<file path="config.mk">
export PLATFORM = sky130hd
export DESIGN_NAME = multicycle_ctrl_flat
export DESIGN_NICKNAME = d
export VERILOG_FILES = /design/src/rtl/core_pkg.sv /design/src/rtl/multicycle_ctrl_if.sv /design/src/rtl/ctrl_out_dec.sv /design/src/rtl/multicycle_ctrl.sv /design/src/flat_wrapper.sv
export SDC_FILE = /design/constraint.sdc
export NUM_CORES = 1
export LEC_CHECK = 0
export BUFFER_PORTS_ARGS = -buffer_cell sky130_fd_sc_hd__buf_4
export CAP_MARGIN = 25
export CORE_MARGIN = 4
export CORE_UTILIZATION = 50
export CTS_BUF_LIST = sky130_fd_sc_hd__clkbuf_2
export CTS_CLUSTER_DIAMETER = 30
export CTS_CLUSTER_SIZE = 14
export DETAILED_ROUTE_END_ITERATION = 16
export GPL_ROUTABILITY_DRIVEN = 0
export MAX_ROUTING_LAYER = met4
export PLACE_DENSITY = 0.95
export RECOVER_POWER = 50
export SLEW_MARGIN = 10
export SYNTH_ARGS = -nofsm -noshare
export SYNTH_HDL_FRONTEND = slang
export SYNTH_HIERARCHICAL = 1
export SYNTH_SLANG_ARGS = --single-unit
</file>
<file path="constraint.sdc">
create_clock -name clk -period 2.9 [get_ports clk]
set_input_delay 0.29 -clock clk [delete_from_list [all_inputs] [get_ports clk]]
set_output_delay 0.29 -clock clk [all_outputs]
set_load 0.005 [all_outputs]
</file>
<file path="src/rtl/core_pkg.sv">
// core_pkg: shared types and encodings for the multi-cycle RV64 control path.
package core_pkg;
   typedef enum logic [3:0] {
      S_IDLE, S_FETCH, S_DECODE, S_MEMADR, S_MEMREAD, S_MEMWB, S_MEMWRITE,
      S_EXECR, S_EXECI, S_ALUWB, S_BRANCH, S_JAL, S_TRAP
   } state_e;
   localparam logic [6:0] OP_LOAD  = 7'b0000011;
   localparam logic [6:0] OP_STORE = 7'b0100011;
   localparam logic [6:0] OP_R     = 7'b0110011;
   localparam logic [6:0] OP_I     = 7'b0010011;
   localparam logic [6:0] OP_BR    = 7'b1100011;
   localparam logic [6:0] OP_JAL   = 7'b1101111;
   localparam logic [1:0] IMM_I = 2'b00, IMM_S = 2'b01, IMM_B = 2'b10, IMM_J = 2'b11;
   localparam logic [1:0] ALU_ADD = 2'b00, ALU_SUB = 2'b01, ALU_FUNCT = 2'b10;
   localparam logic [1:0] SRCA_PC = 2'b00, SRCA_OLDPC = 2'b01, SRCA_RS1 = 2'b10;
   localparam logic [1:0] SRCB_RS2 = 2'b00, SRCB_IMM = 2'b01, SRCB_4 = 2'b10;
   localparam logic [1:0] RES_ALU = 2'b00, RES_MEM = 2'b01, RES_PC4 = 2'b10;
   typedef struct packed {
      logic       mem_req;
      logic       mem_we;
      logic       ir_write;
      logic       pc_write;
      logic       pc_src;
      logic       adr_src;
      logic [1:0] alu_src_a;
      logic [1:0] alu_src_b;
      logic [1:0] alu_op;
      logic [1:0] imm_src;
      logic [1:0] result_src;
      logic       reg_write;
   } ctrl_t;
   function automatic state_e dec_next(input logic [6:0] op);
      return (op == OP_LOAD || op == OP_STORE) ? S_MEMADR :
             (op == OP_R)   ? S_EXECR  :
             (op == OP_I)   ? S_EXECI  :
             (op == OP_BR)  ? S_BRANCH :
             (op == OP_JAL) ? S_JAL    : S_TRAP;
   endfunction
endpackage

</file>
<file path="src/rtl/multicycle_ctrl_if.sv">
// multicycle_ctrl_if: controller <-> datapath/memory strobes and status.
interface multicycle_ctrl_if;
   logic [31:0] instr;
   logic        zero;
   logic        mem_ready;
   logic        mem_req;
   logic        mem_we;
   logic        ir_write;
   logic        pc_write;
   logic        pc_src;
   logic        adr_src;
   logic [1:0]  alu_src_a;
   logic [1:0]  alu_src_b;
   logic [1:0]  alu_op;
   logic [1:0]  imm_src;
   logic [1:0]  result_src;
   logic        reg_write;
   logic        illegal;
   modport master (
      input  instr, zero, mem_ready,
      output mem_req, mem_we, ir_write, pc_write, pc_src, adr_src, alu_src_a, alu_src_b,
             alu_op, imm_src, result_src, reg_write, illegal
   );
   modport slave (
      output instr, zero, mem_ready,
      input  mem_req, mem_we, ir_write, pc_write, pc_src, adr_src, alu_src_a, alu_src_b,
             alu_op, imm_src, result_src, reg_write, illegal
   );
endinterface

</file>
<file path="src/rtl/ctrl_out_dec.sv">
// ctrl_out_dec: combinational strobe decode from state, latched fields and status inputs.
module ctrl_out_dec
   import core_pkg::*;
(
   input  state_e     state_i,
   input  logic [6:0] op_i,
   input  logic [2:0] f3_i,
   input  logic [6:0] instr_op_i,
   input  logic       zero_i,
   input  logic       mem_ready_i,
   output ctrl_t      ctrl_o
);
   always_comb begin
      ctrl_o = '0;
      case (state_i)
         S_FETCH: begin
            ctrl_o.mem_req   = 1'b1;
            ctrl_o.ir_write  = mem_ready_i;
            ctrl_o.pc_write  = mem_ready_i;
            ctrl_o.alu_src_a = SRCA_PC;
            ctrl_o.alu_src_b = SRCB_4;
            ctrl_o.alu_op    = ALU_ADD;
         end
         S_DECODE: begin
            // old PC + imm precomputes the branch/jump target
            ctrl_o.alu_src_a = SRCA_OLDPC;
            ctrl_o.alu_src_b = SRCB_IMM;
            ctrl_o.imm_src   = (instr_op_i == OP_BR) ? IMM_B : (instr_op_i == OP_JAL) ? IMM_J : IMM_I;
         end
         S_MEMADR: begin
            ctrl_o.alu_src_a = SRCA_RS1;
            ctrl_o.alu_src_b = SRCB_IMM;
            ctrl_o.imm_src   = (op_i == OP_STORE) ? IMM_S : IMM_I;
         end
         S_MEMREAD: begin
            ctrl_o.mem_req = 1'b1;
            ctrl_o.adr_src = 1'b1;
         end
         S_MEMWB: begin
            ctrl_o.result_src = RES_MEM;
            ctrl_o.reg_write  = 1'b1;
         end
         S_MEMWRITE: begin
            ctrl_o.mem_req = 1'b1;
            ctrl_o.mem_we  = 1'b1;
            ctrl_o.adr_src = 1'b1;
         end
         S_EXECR: begin
            ctrl_o.alu_src_a = SRCA_RS1;
            ctrl_o.alu_src_b = SRCB_RS2;
            ctrl_o.alu_op    = ALU_FUNCT;
         end
         S_EXECI: begin
            ctrl_o.alu_src_a = SRCA_RS1;
            ctrl_o.alu_src_b = SRCB_IMM;
            ctrl_o.imm_src   = IMM_I;
            ctrl_o.alu_op    = ALU_FUNCT;
         end
         S_ALUWB: begin
            ctrl_o.result_src = RES_ALU;
            ctrl_o.reg_write  = 1'b1;
         end
         S_BRANCH: begin
            ctrl_o.alu_src_a = SRCA_RS1;
            ctrl_o.alu_src_b = SRCB_RS2;
            ctrl_o.alu_op    = ALU_SUB;
            ctrl_o.pc_src    = 1'b1;
            ctrl_o.pc_write  = (f3_i == 3'b000) ? zero_i : (f3_i == 3'b001) ? !zero_i : 1'b0;
         end
         S_JAL: begin
            ctrl_o.imm_src    = IMM_J;
            ctrl_o.result_src = RES_PC4;
            ctrl_o.reg_write  = 1'b1;
            ctrl_o.pc_src     = 1'b1;
            ctrl_o.pc_write   = 1'b1;
         end
         default: ;
      endcase
   end
endmodule

</file>
<file path="src/rtl/multicycle_ctrl.sv">
// multicycle_ctrl: multi-cycle instruction sequencer driving the shared RV64 datapath.
module multicycle_ctrl
   import core_pkg::*;
#(
   parameter int RESET_HOLD = 1
) (
   input logic              clk,
   input logic              rst_n,
   multicycle_ctrl_if.master bus
);
   localparam int HW = (RESET_HOLD > 1) ? $clog2(RESET_HOLD) : 1;
   state_e        state_q, state_d;
   logic [HW-1:0] hold_q, hold_d;
   logic [6:0]    op_q, op_d;
   logic [2:0]    f3_q, f3_d;
   logic          illegal_q, illegal_d;
   ctrl_t         ctrl;
   logic          unused_instr;
   assign unused_instr = ^{bus.instr[31:15], bus.instr[11:7]};
   always_comb begin
      state_d   = state_q;
      hold_d    = hold_q;
      op_d      = op_q;
      f3_d      = f3_q;
      case (state_q)
         S_IDLE: begin
            state_d = (hold_q == HW'(RESET_HOLD - 1)) ? S_FETCH : S_IDLE;
            hold_d  = (hold_q == HW'(RESET_HOLD - 1)) ? hold_q : hold_q + 1'b1;
         end
         S_FETCH:    state_d = bus.mem_ready ? S_DECODE : S_FETCH;
         S_DECODE: begin
            op_d    = bus.instr[6:0];
            f3_d    = bus.instr[14:12];
            state_d = dec_next(bus.instr[6:0]);
         end
         S_MEMADR:   state_d = (op_q == OP_STORE) ? S_MEMWRITE : S_MEMREAD;
         S_MEMREAD:  state_d = bus.mem_ready ? S_MEMWB : S_MEMREAD;
         S_MEMWRITE: state_d = bus.mem_ready ? S_FETCH : S_MEMWRITE;
         S_EXECR, S_EXECI: state_d = S_ALUWB;
         S_MEMWB, S_ALUWB, S_BRANCH, S_JAL: state_d = S_FETCH;
         default:    state_d = S_TRAP;
      endcase
      illegal_d = illegal_q | (state_d == S_TRAP);
   end
   always_ff @(posedge clk or negedge rst_n) begin
      if (!rst_n) begin
         state_q   <= S_IDLE;
         hold_q    <= '0;
         op_q      <= '0;
         f3_q      <= '0;
         illegal_q <= 1'b0;
      end else begin
         state_q   <= state_d;
         hold_q    <= hold_d;
         op_q      <= op_d;
         f3_q      <= f3_d;
         illegal_q <= illegal_d;
      end
   end
   ctrl_out_dec u_dec (
      .state_i     (state_q),
      .op_i        (op_q),
      .f3_i        (f3_q),
      .instr_op_i  (bus.instr[6:0]),
      .zero_i      (bus.zero),
      .mem_ready_i (bus.mem_ready),
      .ctrl_o      (ctrl)
   );
   assign {bus.mem_req, bus.mem_we, bus.ir_write, bus.pc_write, bus.pc_src, bus.adr_src,
           bus.alu_src_a, bus.alu_src_b, bus.alu_op, bus.imm_src, bus.result_src,
           bus.reg_write} = ctrl;
   assign bus.illegal = illegal_q;
endmodule
</file>
<file path="src/flat_wrapper.sv">
// flat-port wrapper written by rule: the top's interface ports become plain ports
module multicycle_ctrl_flat import core_pkg::*;
#(
   parameter int RESET_HOLD = 1
)
  (clk, rst_n, bus_instr, bus_zero, bus_mem_ready, bus_mem_req, bus_mem_we, bus_ir_write, bus_pc_write, bus_pc_src, bus_adr_src, bus_alu_src_a, bus_alu_src_b, bus_alu_op, bus_imm_src, bus_result_src, bus_reg_write, bus_illegal);
  multicycle_ctrl_if bus_i ();
  input logic clk;
  input logic rst_n;
  input wire logic [$bits(bus_i.instr)-1:0] bus_instr;
  input wire logic [$bits(bus_i.zero)-1:0] bus_zero;
  input wire logic [$bits(bus_i.mem_ready)-1:0] bus_mem_ready;
  output wire logic [$bits(bus_i.mem_req)-1:0] bus_mem_req;
  output wire logic [$bits(bus_i.mem_we)-1:0] bus_mem_we;
  output wire logic [$bits(bus_i.ir_write)-1:0] bus_ir_write;
  output wire logic [$bits(bus_i.pc_write)-1:0] bus_pc_write;
  output wire logic [$bits(bus_i.pc_src)-1:0] bus_pc_src;
  output wire logic [$bits(bus_i.adr_src)-1:0] bus_adr_src;
  output wire logic [$bits(bus_i.alu_src_a)-1:0] bus_alu_src_a;
  output wire logic [$bits(bus_i.alu_src_b)-1:0] bus_alu_src_b;
  output wire logic [$bits(bus_i.alu_op)-1:0] bus_alu_op;
  output wire logic [$bits(bus_i.imm_src)-1:0] bus_imm_src;
  output wire logic [$bits(bus_i.result_src)-1:0] bus_result_src;
  output wire logic [$bits(bus_i.reg_write)-1:0] bus_reg_write;
  output wire logic [$bits(bus_i.illegal)-1:0] bus_illegal;
  assign bus_i.instr = bus_instr;
  assign bus_i.zero = bus_zero;
  assign bus_i.mem_ready = bus_mem_ready;
  assign bus_mem_req = bus_i.mem_req;
  assign bus_mem_we = bus_i.mem_we;
  assign bus_ir_write = bus_i.ir_write;
  assign bus_pc_write = bus_i.pc_write;
  assign bus_pc_src = bus_i.pc_src;
  assign bus_adr_src = bus_i.adr_src;
  assign bus_alu_src_a = bus_i.alu_src_a;
  assign bus_alu_src_b = bus_i.alu_src_b;
  assign bus_alu_op = bus_i.alu_op;
  assign bus_imm_src = bus_i.imm_src;
  assign bus_result_src = bus_i.result_src;
  assign bus_reg_write = bus_i.reg_write;
  assign bus_illegal = bus_i.illegal;
  multicycle_ctrl #(.RESET_HOLD(RESET_HOLD)) u_core (.clk(clk), .rst_n(rst_n), .bus(bus_i));
endmodule
</file>
==> flow_summary_export.csv, run 1 <==
group,metric,value,unit
power_and_ir_drop,swShare,24.2,%
logic_synthesis,synth.cell_area,1020,um2
hold_path,hold_class,"primary input to flop",
power_and_ir_drop,ir_worst_vdd,249,uV
layout,nNetsFinal,177,
power_and_ir_drop,seqPwrFrac,60.6,%
worst_setup_path,required,2.61,ns
worst_setup_path,cpPeakStageDelay,0.70,ns
clocking,numCtsBuffers,3,
timing,layout_setup_ws,0.613,ns
clocking,cts_tree,"yes",
clocking,clockBufferDepth,2,
timing,period_minus_slack,2.29,ns
placement,dp_cells,162,
worst_setup_path,cpLargestDelayFamily,"simple AND/OR/NAND/NOR gates",
layout,final-instance-count-excl-fill,167,
logic_synthesis,ys.flop_type,"dfrtp_1",
placement,placedInstanceArea,1260,um2
die,io_pins,54,
clocking,post_cts_buffers,0,
grt,grt_max_degree,22,
timing,hold_slack,0.219,ns
timing,final.setup.tns,0,ns
power_and_ir_drop,p_switching,0.0000836,W
worst_setup_path,worst-path-stages,4,
worst_setup_path,rr_endpoint,"u_core/op_q[6]$_DFFE_PN0P_",
power_and_ir_drop,p_int,0.000262,W
logic_synthesis,synth_cells,109,
die,die_h,53.1,um
grt,track_usage,19.9,%
logic_synthesis,synth.distinct_cells,42,
logic_synthesis,synth_area_leader_cell,"dfrtp_1",
timing,setup_violations,0,
logic_synthesis,yosys_warnings,6,
detailed_routing,vias,961,
placement,io_buffers,31,
clocking,htreeDepth,1,
timing,finalCritPeriodShare,78.8,%
clocking,cts_root_buf,"clkbuf_2",
timing,worst_slew_pin_slew,0.786,ns
timing,finalHoldViolations,0,
detailed_routing,wl_per_cell,14.8,um
detailed_routing,drcViolationCount,0,
worst_setup_path,reg2regPathDepth,3,
grt,grt_first_pass_wirelength,4020,um
layout,fillers,166,
logic_synthesis,synth_nets,145,
hold_path,worstHoldStart,"bus_instr[14]",
worst_setup_path,cp_num_buf_inv,1,
worst_setup_path,critical_path.max_fanout,19,
worst_setup_path,path_cells,"nand2b_1, or4_4, o32ai_1, buf_4",
clocking,clk_pin_slew,0.15,ns
die,dieArea,2820,um2
logic_synthesis,avgSynthCellArea,9.34,um2
clocking,cts.sinks,15,
worst_setup_path,worstSetupStartpointType,"flop",
die,num_rows,16,
power_and_ir_drop,power_density,272,nW/um2
clocking,ctsHoldBuffers,1,
detailed_routing,via_per_inst,5.75,
timing,slew_headroom,47.6,%
logic_synthesis,synth_area_leaders,"dfrtp_1 37%, mux2_2 11%, nor2_1 4.8%",
layout,final_area,1270,um2
logic_synthesis,synthArstFlopShare,100,%
grt,antenna_found_initial,0,
grt,grt_pass1_vias,903,
power_and_ir_drop,comb_power_share,10.1,%
logic_synthesis,synth_top_area_share,36.9,%
layout,areaGrowthSynthToFinish,24.7,%
logic_synthesis,yosysSeqAreaShare,36.9,%
power_and_ir_drop,leakagePower,0.576,nW
worst_setup_path,r2r_start,"u_core/state_q[1]$_DFF_PN0_",
job,maxCapViolations,0,
die,die_w,53.1,um
timing,rsz0062_at_grt,"false",
run_status,outcome,"completed",
timing,slew_violations,0,
placement,dpl.hpwl,1880,um
clocking,clk_latency,0.28,ns
layout,antenna_cells,0,
power_and_ir_drop,p_clk_share,29.3,%
worst_setup_path,reg2reg_slack,0.77,ns
placement,pre_cts_ws,0.953,ns
worst_setup_path,critPathArrivalTime,2.00,ns
worst_setup_path,startpoint,"u_core/state_q[1]$_DFF_PN0_",
logic_synthesis,synth_edf_count,0,
layout,drive_above_1_share,34.3,%
logic_synthesis,synth_seq_cells,15,
detailed_routing,wl,2480,um
worst_setup_path,crit_end,"bus_imm_src[0]",
clocking,cts_resized,0,
die,initial_core_util,52.4,%
detailed_routing,antenna_left,0,
worst_setup_path,path_class,"flop to primary output",
worst_setup_path,end_kind,"primary output",
detailed_routing,drt-pass1-iter-count,4,
grt,gr-total-overflow,0,
die,coreArea,1940,um2
timing,fin_skew,0.0128,ns
detailed_routing,drtIter0Drc,23,
timing,fmax,437,MHz
worst_setup_path,crit_path_top_delay_cell,"dfrtp_1",
-- power by group through the flow --
stage,registers (W),logic (W),clock network (W)
global placement,0.000213,0.0000318,0
finish,0.000209,0.0000349,0.000101
CTS,0.000209,0.0000356,0.000105
global route,0.000209,0.0000384,0.000112
detailed placement,0.000213,0.0000341,0
floorplan,0.000213,0.00000789,0
-- layout make-up --
type | count | area, um2 | area share (%)
well taps | 27 | 33.8 | 2.66
repair buffers | 33 | 246 | 19.4
clock buffers | 4 | 20.0 | 1.58
multi-input cells | 86 | 587 | 46.2
flip-flops and latches | 15 | 375 | 29.6
inverters | 2 | 7.51 | 0.591
-- state kept, by name, summed over array words and instances (netlist names) --
name	cells
u_core/bus.illegal	1
u_core/f3_q	3
u_core/op_q	7
u_core/state_q	4
-- cells in the mapped netlist, types with 2 or more instances --
| cell | number |
|---|---|
| nand2_1 | 6 |
| nor3_1 | 2 |
| buf_4 | 2 |
| o21ai_0 | 6 |
| inv_1 | 2 |
| buf_2 | 4 |
| dfrtp_1 | 15 |
| nand3_1 | 3 |
| nor4bb_1 | 2 |
| xor2_1 | 3 |
| a21oi_1 | 4 |
| mux2_2 | 10 |
| nor2b_1 | 3 |
| nand2b_1 | 4 |
| nor2_1 | 13 |
| a31oi_1 | 2 |
| nor4b_1 | 2 |
| and2_1 | 2 |
-- worst register-to-register path, cell delays in order, from the launching register on --
cell and delay (ns):
dfrtp_1 0.70, nor4b_1 0.69, buf_4 0.29, mux2_2 0.35
-- routing by layer --
| layer | global-route usage [%] | part of all wire (%) | vias to the layer above | wire (um) |
|---|---|---|---|---|
| met4 | 8.94 | 1.4 | 0 | 34 |
| met3 | 1.69 | 6.1 | 8 | 150 |
| met5 | - | 0 | - | 0 |
| li1 | - | - | 460 | - |
| met1 | 22.9 | 41 | 453 | 1010 |
| met2 | 35.1 | 52 | 40 | 1290 |
-- worst min path at each step --
| stage | to | slack (ns) | depth (start not counted) |
|---|---|---|---|
| floorplan | u_core/bus.illegal$_DFF_PN0_ | -0.006 | 0 |
| global placement | u_core/f3_q[2]$_DFFE_PN0P_ | 0.15 | 1 |
| detailed placement | u_core/f3_q[1]$_DFFE_PN0P_ | 0.15 | 1 |
| CTS | u_core/f3_q[1]$_DFFE_PN0P_ | 0.22 | 2 |
| global route | u_core/f3_q[1]$_DFFE_PN0P_ | 0.22 | 2 |
| finish | u_core/f3_q[2]$_DFFE_PN0P_ | 0.22 | 2 |
-- through the flow --
step | power [W] | utilization [%]
floorplan | 0.000221 | -
global placement | 0.000245 | 64.8
detailed placement | 0.000247 | 64.8
CTS | 0.000349 | 66.3
global route | 0.000360 | 65.4
finish | 0.000345 | 65.4
-- placed cells by master, fill, tap and decap left out, drive strengths merged, types with 2 or more instances in the layout --
cell type,instances
xor2,3
clkbuf,7
nand3,3
dfrtp,15
mux2,10
nor2,13
o21ai,7
o21bai,2
inv,2
nor4bb,2
a21oi,4
a31oi,2
nor4b,3
and2,2
nand2,6
nor3,2
nor2b,3
buf,29
or2,2
nand2b,4
-- logic make-up (layout without fill, tap and decap cells) --
kind of cell              Yosys count  after routing  share of synthesized area [%]
and+or+nand+nor                    49             49                           29.1
AOI/OAI and AO/OA                  24             24                           16.2
DFF                                15             15                           36.9
muxes                              10             10                           11.1
buffers and inverters               8             39                           4.18
xor gates and xnor gates            3              3                           2.58
No activity file was read; power rests on OpenSTA's default activity.
==> run 2, diff against run 1 <==
--- a/config.mk
+++ b/config.mk
@@ -5,17 +5,18 @@
 export SDC_FILE = /design/constraint.sdc
 export NUM_CORES = 1
 export LEC_CHECK = 0
+export ABC_AREA = 1
 export BUFFER_PORTS_ARGS = -buffer_cell sky130_fd_sc_hd__buf_4
 export CAP_MARGIN = 25
 export CORE_MARGIN = 4
-export CORE_UTILIZATION = 50
+export CORE_UTILIZATION = 42
 export CTS_BUF_LIST = sky130_fd_sc_hd__clkbuf_2
 export CTS_CLUSTER_DIAMETER = 30
 export CTS_CLUSTER_SIZE = 14
 export DETAILED_ROUTE_END_ITERATION = 16
 export GPL_ROUTABILITY_DRIVEN = 0
 export MAX_ROUTING_LAYER = met4
-export PLACE_DENSITY = 0.95
+export PLACE_DENSITY = 0.88
 export RECOVER_POWER = 50
 export SLEW_MARGIN = 10
 export SYNTH_ARGS = -nofsm -noshare
==> constraint.sdc (replaced) <==
create_clock -name clk -period 2.05 [get_ports clk]
set_input_delay 0.205 -clock clk [delete_from_list [all_inputs] [get_ports clk]]
set_output_delay 0.205 -clock clk [all_outputs]
set_load 0.005 [all_outputs]
==> run 2 against run 1 <==
Critical path depth increased by 2; clock power up 34%; via count up 19%; final area rose by 7.7%; global-route usage is 5.0 points lower; register-to-register slack worse by 0.24 ns; first-iteration DRC count is 39% higher; sequential power up 42%; die area rose by 23%; count of clock-buffer cells in the layout decreased by 1; final cell count is 44% higher.
==> flow_summary_export.csv, run 2 <==
group,metric,value,unit
detailed_routing,wl,2280,um
grt,antenna_found_initial,0,
worst_setup_path,reg2regPathDepth,6,
clocking,post_cts_buffers,0,
detailed_routing,vias,1139,
timing,fmax,592,MHz
detailed_routing,via_per_inst,4.75,
detailed_routing,drt-pass1-iter-count,4,
clocking,clk_latency,0.28,ns
logic_synthesis,synthTopCellsByCount,"63 x nand2_1, 25 x inv_1, 20 x nor2_1, 15 x dfrtp_1, 12 x nand3_1",
clocking,cts_root_buf,"clkbuf_2",
clocking,cts.sinks,15,
hold_path,min_path_cells,3,
layout,drive_above_1_share,23.3,%
logic_synthesis,post-synth-top-count-cell,"nand2_1",
timing,rsz0062_at_grt,"false",
detailed_routing,drtIter0Drc,32,
die,initial_core_util,44.0,%
clocking,clk_pin_slew,0.15,ns
die,die_w,58.9,um
power_and_ir_drop,power_density,352,nW/um2
logic_synthesis,synth.cell_area,1090,um2
worst_setup_path,critical_path.max_fanout,11,
logic_synthesis,synth_cells,176,
timing,fin_skew,0.0112,ns
die,num_rows,18,
timing,period_minus_slack,1.69,ns
timing,worst_slew_pin_slew,0.777,ns
logic_synthesis,yosys_warnings,6,
layout,nNetsFinal,247,
logic_synthesis,synth.distinct_cells,21,
placement,io_buffers,31,
logic_synthesis,yosysSeqAreaShare,34.4,%
logic_synthesis,ys.flop_type,"dfrtp_1",
clocking,numCtsBuffers,3,
timing,setup_violations,0,
power_and_ir_drop,leakagePower,0.817,nW
die,coreArea,2480,um2
logic_synthesis,synth_seq_cells,15,
logic_synthesis,synth_nets,212,
timing,finalCritPeriodShare,82.3,%
power_and_ir_drop,ir_worst_vdd,212,uV
worst_setup_path,end_kind,"primary output",
logic_synthesis,avgSynthCellArea,6.19,um2
layout,final_cell_mix,"64 x nand2_1, 29 x buf_4, 27 x inv_1",
logic_synthesis,synth_area_leaders,"dfrtp_1 34%, nand2_1 22%, inv_1 8.6%",
die,die_h,58.9,um
timing,final.setup.tns,0,ns
grt,gr-total-overflow,0,
grt,grt_pass1_vias,1010,
layout,largestRegisters,"u_core/op_q (7), u_core/state_q (4), u_core/f3_q (3)",
run_status,outcome,"completed",
layout,largest_reg_flops,7,
layout,final_area,1370,um2
hold_path,hold_class,"primary input to flop",
logic_synthesis,synth_top_area_share,34.4,%
logic_synthesis,synth_edf_count,0,
layout,areaGrowthSynthToFinish,25.5,%
power_and_ir_drop,finalPower,0.000481,W
clocking,cts_resized,0,
layout,layout_commonest_cell,"nand2_1",
clocking,clockBufferDepth,2,
grt,grt_first_pass_wirelength,3990,um
worst_setup_path,required,1.85,ns
placement,pre_cts_ws,0.664,ns
placement,placedInstanceArea,1340,um2
worst_setup_path,worstSetupStartpointType,"flop",
timing,finalHoldViolations,0,
timing,slew_violations,0,
layout,antenna_cells,0,
logic_synthesis,synth_area_leader_cell,"dfrtp_1",
detailed_routing,drcViolationCount,0,
worst_setup_path,critPathArrivalTime,1.48,ns
timing,slew_headroom,48.2,%
grt,track_usage,14.9,%
die,io_pins,54,
worst_setup_path,path_class,"flop to primary output",
grt,grt_max_degree,16,
layout,regMostFlops,"u_core/op_q",
clocking,htreeDepth,1,
logic_synthesis,synthArstFlopShare,100,%
detailed_routing,antenna_left,0,
timing,layout_setup_ws,0.362,ns
die,dieArea,3470,um2
clocking,cts_tree,"yes",
job,maxCapViolations,0,
detailed_routing,wl_per_cell,9.50,um
placement,dpl.hpwl,1850,um
-- run 2: changes by cell type after synthesis, moves of 5 or more --
cell / change
inv_1: +23
mux2_2: -10
nand2_2: +5
nand2_1: +57
inv_2: +6
nor2_1: +7
nand3_1: +9
-- run 2: repair_timing --
action                     4_1_cts  5_1_grt
setup endpoints to repair        0        0
hold endpoints to repair        15        0
hold buffers                     1        0
-- run 2: layout make-up --
type | count | area, um2
fillers | 262 | 1110
multi-input cells | 128 | 579
repair buffers | 32 | 239
well taps | 30 | 37.5
clock buffers | 3 | 15.0
clock inverters | 1 | 5.00
flip-flops and latches | 15 | 375
inverters | 31 | 116
-- run 2: through the flow --
step           utilization (%)  hold slack, ns  cells
3_5_place_dp              54.2          0.0699    235
6_report                  55.2           0.113    240
5_1_grt                   55.2          0.0905    240
3_3_place_gp              54.2          0.0653    235
4_1_cts                   55.5          0.0956    240
2_1_floorplan                -         -0.0906    176
-- run 2: logic make-up (layout without fill, tap and decap cells) --
kind of cell | Yosys count | after routing | synth area share, %
buffers and inverters | 33 | 67 | 12.2
AND/OR/NAND/NOR | 114 | 114 | 46.8
flip-flops | 15 | 15 | 34.4
AO/OA/AOI/OAI | 14 | 14 | 6.54
-- run 2: final timing paths --
path	from	to	slack, ns
max	u_core/state_q[0]$_DFF_PN0_	bus_imm_src[0]	0.36
min	bus_instr[12]	u_core/f3_q[0]$_DFFE_PN0P_	0.11
max reg2reg	u_core/state_q[0]$_DFF_PN0_	u_core/op_q[4]$_DFFE_PN0P_	0.53
min reg2reg	u_core/bus.illegal$_DFF_PN0_	u_core/bus.illegal$_DFF_PN0_	0.48
max in group asynchronous	rst_n	u_core/op_q[5]$_DFFE_PN0P_	1.07
min in group asynchronous	rst_n	u_core/op_q[6]$_DFFE_PN0P_	0.49
-- run 2: worst max-delay path: stages (launching register included) --
cell	delay [ns]
dfrtp_1	0.52
inv_2	0.12
nand2_2	0.08
nor2_2	0.19
nand3_1	0.09
nand3_1	0.09
buf_4	0.11
-- run 2: power by group --
group / switching (W) / leakage, nW / internal [W] / total [W]
clock network: 0.0000912 / 0.0164 / 0.0000441 / 0.000135
logic: 0.0000275 / 0.659 / 0.0000224 / 0.0000499
registers: 0 / 0.142 / 0.000296 / 0.000296
-- run 2: routing by layer --
layer  vias to the layer above  wire (um)  global-route usage (%)
met1                       491       1110                    19.8
li1                        611          -                       -
met2                        33        965                    23.5
met5                         -          0                       -
met4                         0         33                    4.85
met3                         4        171                    1.75
